`config.mk`:
```
export PLATFORM = sky130hd
export DESIGN_NAME = imm_extend_stage
export DESIGN_NICKNAME = d
export VERILOG_FILES = /design/src/rtl/imm_extend_stage_pkg.sv /design/src/rtl/imm_extend_stage_decode.sv /design/src/rtl/imm_extend_stage.sv
export SDC_FILE = /design/constraint.sdc
export NUM_CORES = 1
export LEC_CHECK = 0
export CAP_MARGIN = 0
export CORE_UTILIZATION = 46
export CTS_CLUSTER_DIAMETER = 60
export DETAILED_ROUTE_END_ITERATION = 16
export PLACE_DENSITY = 0.88
export SYNTH_ARGS = -nofsm -noshare
export SYNTH_HDL_FRONTEND = slang
export SYNTH_SLANG_ARGS = --single-unit
```
`constraint.sdc`:
```
create_clock -name clk -period 1.85 [get_ports clk]
set_clock_uncertainty 0.15 [all_clocks]
set_input_delay 0.185 -clock clk [delete_from_list [all_inputs] [get_ports clk]]
set_output_delay 0.185 -clock clk [all_outputs]
set_load 0.1 [all_outputs]
```
`src/rtl/imm_extend_stage_pkg.sv`:
```
// Shared definitions for the immediate-extend stage: the imm_src encoding
// and the width of an instruction word with its 7-bit opcode removed.
package imm_extend_stage_pkg;

  localparam int INSTR_W = 25;

  typedef enum logic [2:0] {
    IMM_I     = 3'b000,
    IMM_S     = 3'b001,
    IMM_B     = 3'b010,
    IMM_J     = 3'b011,
    IMM_U     = 3'b100,
    IMM_SHAMT = 3'b101,
    IMM_ZIMM  = 3'b110,
    IMM_RSVD  = 3'b111
  } imm_src_e;

endpackage

```
`src/rtl/imm_extend_stage_decode.sv`:
```
// Combinational immediate decoder: builds the extended immediate for one
// opcode-stripped instruction and flags the reserved format code.
module imm_decode
  import imm_extend_stage_pkg::*;
#(
  parameter int DATA_WIDTH = 32
) (
  input  logic [INSTR_W+6:7]    instr_i,
  input  logic [2:0]            imm_src_i,
  output logic [DATA_WIDTH-1:0] imm_o,
  output logic                  err_o
);

  logic       sgn;
  logic [5:0] shamt;

  assign sgn = instr_i[31];
  // RV64 shift amounts use one extra bit of the instruction.
  assign shamt = {(DATA_WIDTH == 64) ? instr_i[25] : 1'b0, instr_i[24:20]};

  always_comb begin
    imm_o = '0;
    err_o = 1'b0;
    case (imm_src_e'(imm_src_i))
      IMM_I:     imm_o = {{(DATA_WIDTH-12){sgn}}, instr_i[31:20]};
      IMM_S:     imm_o = {{(DATA_WIDTH-12){sgn}}, instr_i[31:25], instr_i[11:7]};
      IMM_B:     imm_o = {{(DATA_WIDTH-13){sgn}}, instr_i[31], instr_i[7],
                          instr_i[30:25], instr_i[11:8], 1'b0};
      IMM_J:     imm_o = {{(DATA_WIDTH-21){sgn}}, instr_i[31], instr_i[19:12],
                          instr_i[20], instr_i[30:21], 1'b0};
      IMM_U:     imm_o = {{(DATA_WIDTH-32){sgn}}, instr_i[31:12], 12'b0};
      IMM_SHAMT: imm_o = {{(DATA_WIDTH-6){1'b0}}, shamt};
      IMM_ZIMM:  imm_o = {{(DATA_WIDTH-5){1'b0}}, instr_i[19:15]};
      default:   err_o = 1'b1;
    endcase
  end

endmodule

```
`src/rtl/imm_extend_stage.sv`:
```
// Immediate-extend pipeline stage: decodes at the input, then buffers results
// in an output register plus a skid register so in_ready can be registered.
module imm_extend_stage
  import imm_extend_stage_pkg::*;
#(
  parameter int DATA_WIDTH = 32,
  parameter int TAG_WIDTH  = 5
) (
  input  logic                  clk,
  input  logic                  rst,
  input  logic                  flush,
  input  logic                  in_valid,
  output logic                  in_ready,
  input  logic [31:7]           instr,
  input  logic [2:0]            imm_src,
  input  logic [TAG_WIDTH-1:0]  in_tag,
  output logic                  out_valid,
  input  logic                  out_ready,
  output logic [DATA_WIDTH-1:0] imm_ext,
  output logic [TAG_WIDTH-1:0]  out_tag,
  output logic                  src_err
);

  typedef struct packed {
    logic [DATA_WIDTH-1:0] imm;
    logic [TAG_WIDTH-1:0]  tag;
    logic                  err;
  } entry_t;

  entry_t new_ent;
  entry_t out_q, out_d, skid_q, skid_d;
  logic   out_vld_q, out_vld_d;
  logic   skid_vld_q, skid_vld_d;
  logic   in_rdy_q, in_rdy_d;
  logic   accept;

  imm_decode #(.DATA_WIDTH(DATA_WIDTH)) u_dec (
    .instr_i   (instr),
    .imm_src_i (imm_src),
    .imm_o     (new_ent.imm),
    .err_o     (new_ent.err)
  );
  assign new_ent.tag = in_tag;

  assign accept = in_valid && in_rdy_q && !flush;

  always_comb begin
    out_d      = out_q;
    skid_d     = skid_q;
    out_vld_d  = out_vld_q;
    skid_vld_d = skid_vld_q;
    if (flush) begin
      out_vld_d  = 1'b0;
      skid_vld_d = 1'b0;
    end else if (!out_vld_q || out_ready) begin
      // Output slot frees up: the older skid entry always goes first.
      if (skid_vld_q) begin
        out_d      = skid_q;
        out_vld_d  = 1'b1;
        skid_vld_d = 1'b0;
      end else if (accept) begin
        out_d     = new_ent;
        out_vld_d = 1'b1;
      end else begin
        out_vld_d = 1'b0;
      end
    end else if (accept) begin
      skid_d     = new_ent;
      skid_vld_d = 1'b1;
    end
    in_rdy_d = !skid_vld_d;
  end

  always_ff @(posedge clk) begin
    if (rst) begin
      out_q      <= '0;
      skid_q     <= '0;
      out_vld_q  <= 1'b0;
      skid_vld_q <= 1'b0;
      in_rdy_q   <= 1'b1;
    end else begin
      out_q      <= out_d;
      skid_q     <= skid_d;
      out_vld_q  <= out_vld_d;
      skid_vld_q <= skid_vld_d;
      in_rdy_q   <= in_rdy_d;
    end
  end

  assign in_ready  = in_rdy_q;
  assign out_valid = out_vld_q;
  assign imm_ext   = out_q.imm;
  assign out_tag   = out_q.tag;
  assign src_err   = out_q.err;

endmodule

```
Yosys cells after proc, flatten, opt, wreduce, memory -nomap -nowiden. Cells that the tools add are included.

Bits in writable memories: 0. Memories: 0. Output and inout bits: 40. Bits of input ports: 38. Bits in registers: 79. Logic and storage cells: 38. Bits in latches: 0. ROM bits: 0.

$add $sub $neg: 0. Shifts and indexed selects: 0. Equality and inequality tests: 6. Bitwise gates (word level): 2. Reduce and logical (&&, ||, !) cells: 12. Mux-type cells: 9. Multiply operators: 0. Magnitude comparators: 0. Div/mod/pow operators: 0.

Operator list (count): 32-bit case mux with 7 select lines (1); 38-bit 2-to-1 mux (2); 3-bit equality test, second input constant (3); 7-bit OR reduction (1); 3-bit by 2-bit equality test with 1-bit output, second input constant (2); 1-bit 2-to-1 mux (6); 3-bit AND reduction (2); 3-bit by 1-bit equality test with 1-bit output, second input constant (1); 1-bit logical NOT (3); 3-bit logical NOT (1); 1-bit logical AND (2); 1-bit inverter (2); 2-bit nonzero test (1); 2-bit OR reduction (1); 1-bit logical OR (1).

Longest topological paths before layout.
Depth after elaboration: 6. Gate-level depth with buffers: 7. Gate-level depth less buffers: 4.

Cells and area by module. Synthesis repeated with hierarchy kept, for this count alone.

Cell total of the unflattened synthesis: 473. Area total of the unflattened synthesis: 4444.3 µm².

Modules (own cells, without submodules): imm_extend_stage (sequential area each 1581.5 µm², cells each 391, area each 3857.4 µm², instances 1); imm_decode (sequential area each 0.0 µm², cells each 82, area each 586.8 µm², instances 1).

Worst setup path after synthesis. Ideal clock, no wire load.

Path kind: reg-to-reg. Start: reg in_rdy_q, in the netlist in_ready. End: reg out_q (netlist bit imm_ext[12]). Period minus slack after synthesis: 2468 ps. Stages on the path, launching flop included: 7. Buffers on the path: 2. Data arrival time: 2244 ps. Required time: 1627 ps. Slack: -618 ps. Setup time: 73 ps. Cells stage by stage: dfxtp_1 a21oi_2 or3_1 buf_2 or3_4 buf_6 o211ai_2.

Cells in the longest elaborated chain, start to end: 4.

RTL lines: from (decl) (RTL line imm_extend_stage.sv:34) `logic in_rdy_q, in_rdy_d;`; from (signal assigned) (RTL line imm_extend_stage.sv:86) `in_rdy_q <= in_rdy_d;`; 1-bit logical AND (2 in series) (RTL line imm_extend_stage.sv:45) `assign accept = in_valid && in_rdy_q && !flush;`; 2-bit nonzero test (no line); 3-bit AND reduction (no line); to (signal assigned) (RTL line imm_extend_stage.sv:82) `out_q <= out_d;`; to (decl) (RTL line imm_extend_stage.sv:31) `entry_t out_q, out_d, skid_q, skid_d;`.

Every way passes these cells. A chain may end at the register's enable or synchronous reset.

Worst setup path after layout.
Start: reg out_vld_q, in the netlist out_valid. End: reg out_q (netlist bit imm_ext[5]).

Cells in the longest elaborated chain, start to end: 3.

RTL lines: from (decl) (RTL line imm_extend_stage.sv:32) `logic out_vld_q, out_vld_d;`; from (signal assigned) (RTL line imm_extend_stage.sv:84) `out_vld_q <= out_vld_d;`; 1-bit logical NOT (RTL line imm_extend_stage.sv:55) `end else if (!out_vld_q || out_ready) begin`; 1-bit logical OR (RTL line imm_extend_stage.sv:55); 3-bit AND reduction (no line).

Every way passes these cells.

==> metrics.md <==
| Metric | Value |
|---|---|
| Peak VDD IR | 519 µV |
| Row count | 32 |
| P_leak | 1.85 nW |
| Vias in the first global route | 3379 |
| Maxcap violations | 0 |
| Cell chain of the critical path | nor2b_1 > or3_1 > buf_4 > a211oi_1 > nor3_1 |
| Primary FF master, synth | dfxtp_1 |
| Ant diodes | 0 |
| H-tree lvl count | 3 |
| Slew Limit Fails | 0 |
| Commonest non-fill, non-tap cells in the layout | dfxtp_1, buf_4, a21oi_1, nor2_1, a211oi_1 |
| RSZ-0062 raised after global routing | no |
| Final Instance Area | 4990 µm² |
| Global Route Usage Sum | 24.5% |
| Cells after DPL | 595 |
| Wire length per cell | 16.2 µm |
| Reg clk slew, reported paths | 80 ps |
| Syn. warnings | 0 |
| Util after Layout | 64.6% |
| Final hold vios | 0 |
| Worst Path Required | 1930 ps |
| Maximum fanout along the worst path | 29 |
| Port Buffers | 77 |
| CTS sink cnt | 79 |
| Crit Path Category | flop to flop |
| Initial Util | 47.7% |
| Fraction of layout instances using a drive strength above 1 | 22.2% |
| Total CTS buffers | 9 |
| Post-Synthesis Cells | 427 |
| Commonest non-fill, non-tap cell in the layout | dfxtp_1 |
| Post-CTS setup buffer count | 0 |
| Drt initial violations | 263 |
| P per Cell Area | 773 nW/µm² |
| EDFF count, synth | 0 |
| Final period utilization | 94.2% |
| Clock latency on the worst-skew pair | 350 ps |
| Area share of the largest cell type after synthesis | 42.9% |
| Max Buffers Root-to-Sink | 2 |
| Area leader, netlist | dfxtp_1 |
| Net total in the final layout | 543 |
| Syn Area/Cell | 8.63 µm² |
| Area Overhead vs Synth | 35.5% |
| Top Ports | 78 |
| Startpoint types | flop |
| Initial antenna violation count | 0 |
| Post-route ant nets | 0 |
| #FFs+latches synth | 79 |
| Placer Congestion | 0.829 |
| Dpl cell area | 4800 µm² |
| Tightest Pin Transition | 376 ps |
| Worst Path Buf+Inv | 1 |
| Mapped Area | 3680 µm² |
| CTS Root Cell | clkbuf_8 |
| DP HPWL | 6820 µm |
| Outcome | complete, no violations |
| Final WL | 9940 µm |
| Post-synthesis sequential area ratio | 42.9% |
| Synth top area cells | dfxtp_1, a211oi_1, a21oi_1 |
| Fin cells | 612 |
| Worst setup EP type | flop |
| Core ar. | 7730 µm² |
| Die Y | 91.5 µm |
| Fin crit period | 1740 ps |
| Peak Freq | 574 MHz |
| Vias per cell | 5.79 |
| Total number of vias | 3545 |
| Crit-path max cell delay | 350 ps |
| Slowest cell on crit path | dfxtp_4 |
| Synth cell types | 39 |
| Fraction of registers with async set/reset | 0% |
| Critical path arrival | 1820 ps |
| Remaining DRCs | 0 |
| Top delay family on crit path | simple AND/OR/NAND/NOR gates |
| DIE AREA | 8370 µm² |
| First-pass GRT wire length | 16500 µm |
| Final setup fails | 0 |
| CTS tree | yes |
| Largest net degree at the start of global routing | 89 |
| Hold Path Class | input pin to flop |
| Grt total ovfl | 0 |
| Drt pass-1 iters | 5 |
| Chip Width | 91.5 µm |
| Post-synthesis net count | 465 |
| Relative slew slack | 74.9% |
synth_stat cells, drive strengths merged, types with 2 or more instances:
| master | instances |
|---|---|
| nand2 | 36 |
| mux2i | 9 |
| dfxtp | 79 |
| a22oi | 4 |
| clkbuf | 32 |
| nor2b | 5 |
| a21oi | 55 |
| nand2b | 2 |
| nand4b | 12 |
| buf | 13 |
| o211ai | 13 |
| a211oi | 37 |
| inv | 2 |
| or3 | 4 |
| and2 | 2 |
| nor3b | 7 |
| nor3 | 11 |
| nand3b | 18 |
| a211o | 12 |
| mux2 | 6 |
| o22a | 7 |
| nor2 | 50 |
per-stage QoR:
stage | setup slack, ps | TNS (ps) | power, mW | hold slack (ps)
after floorplan | -113 | -1210 | 2.41 | 104
after global placement | -205 | -7920 | 2.72 | 270
after detailed placement | -299 | -11720 | 2.74 | 284
after CTS | 42.8 | 0 | 3.87 | 257
after global routing | 5.75 | 0 | 4.00 | 296
final | 107 | 0 | 3.86 | 265
cell type report:
cell class | count | area (µm²)
multi-input combinational | 301 | 1930
tap | 102 | 128
fill | 617 | 2740
inverter | 2 | 7.51
sequential | 79 | 1590
timing repair buffer | 112 | 1160
clock inverter | 3 | 17.5
clock buffer | 13 | 159
power by group:
group	switching, mW	leakage (nW)	internal (mW)
clock network	0.596	0.0894	0.557
registers	0.0420	0.642	1.75
logic	0.581	1.12	0.332
path summary, 6_finish.rpt:
| kind | start | slack, ps | to | cells after the start |
|---|---|---|---|---|
| max | out_valid | 110 | imm_ext[5] | 5 |
| max reg2reg | out_valid | 110 | imm_ext[5] | 5 |
| min reg2reg | skid_q[1] | 310 | skid_q[1] | 2 |
| min | in_tag[1] | 260 | skid_q[2] | 3 |
worst register-to-register path, cell delays in order (launching register included):
cell and delay, ps:
dfxtp_4 350, nor2b_1 140, or3_1 350, buf_4 250, a211oi_1 310, nor3_1 80
state kept, by name (all words and copies together) (netlist names):
register / count
out_valid: 1
skid_vld_q: 1
src_err: 1
imm_ext: 32
out_tag: 5
skid_q: 38
in_ready: 1
cells by family after synthesis:
kind of cell / after synthesis / synth area share (%)
compound gates: 131 / 25.1
mux: 15 / 4.28
simple gates: 154 / 22.0
flops: 79 / 42.9
buf+inv: 47 / 5.30
xor+xnor: 1 / 0.442
routing by layer:
metal / global-route usage (%) / share of wire, % / vias to the layer above / wire, µm
li1: - / - / 1705 / -
met1: 32.1 / 42 / 1656 / 4130
met2: 40.9 / 49 / 169 / 4870
met3: 3.94 / 8.1 / 15 / 808
met4: 8.20 / 1.3 / 0 / 133
met5: 0 / 0 / - / 0
what timing repair did:
action	in CTS	in global routing
hold buffers	1	0
setup endpoints to repair	0	10
endpoints found under the hold margin	1	0
gates resized for setup	0	4
Power figures use the tool's default switching activity.
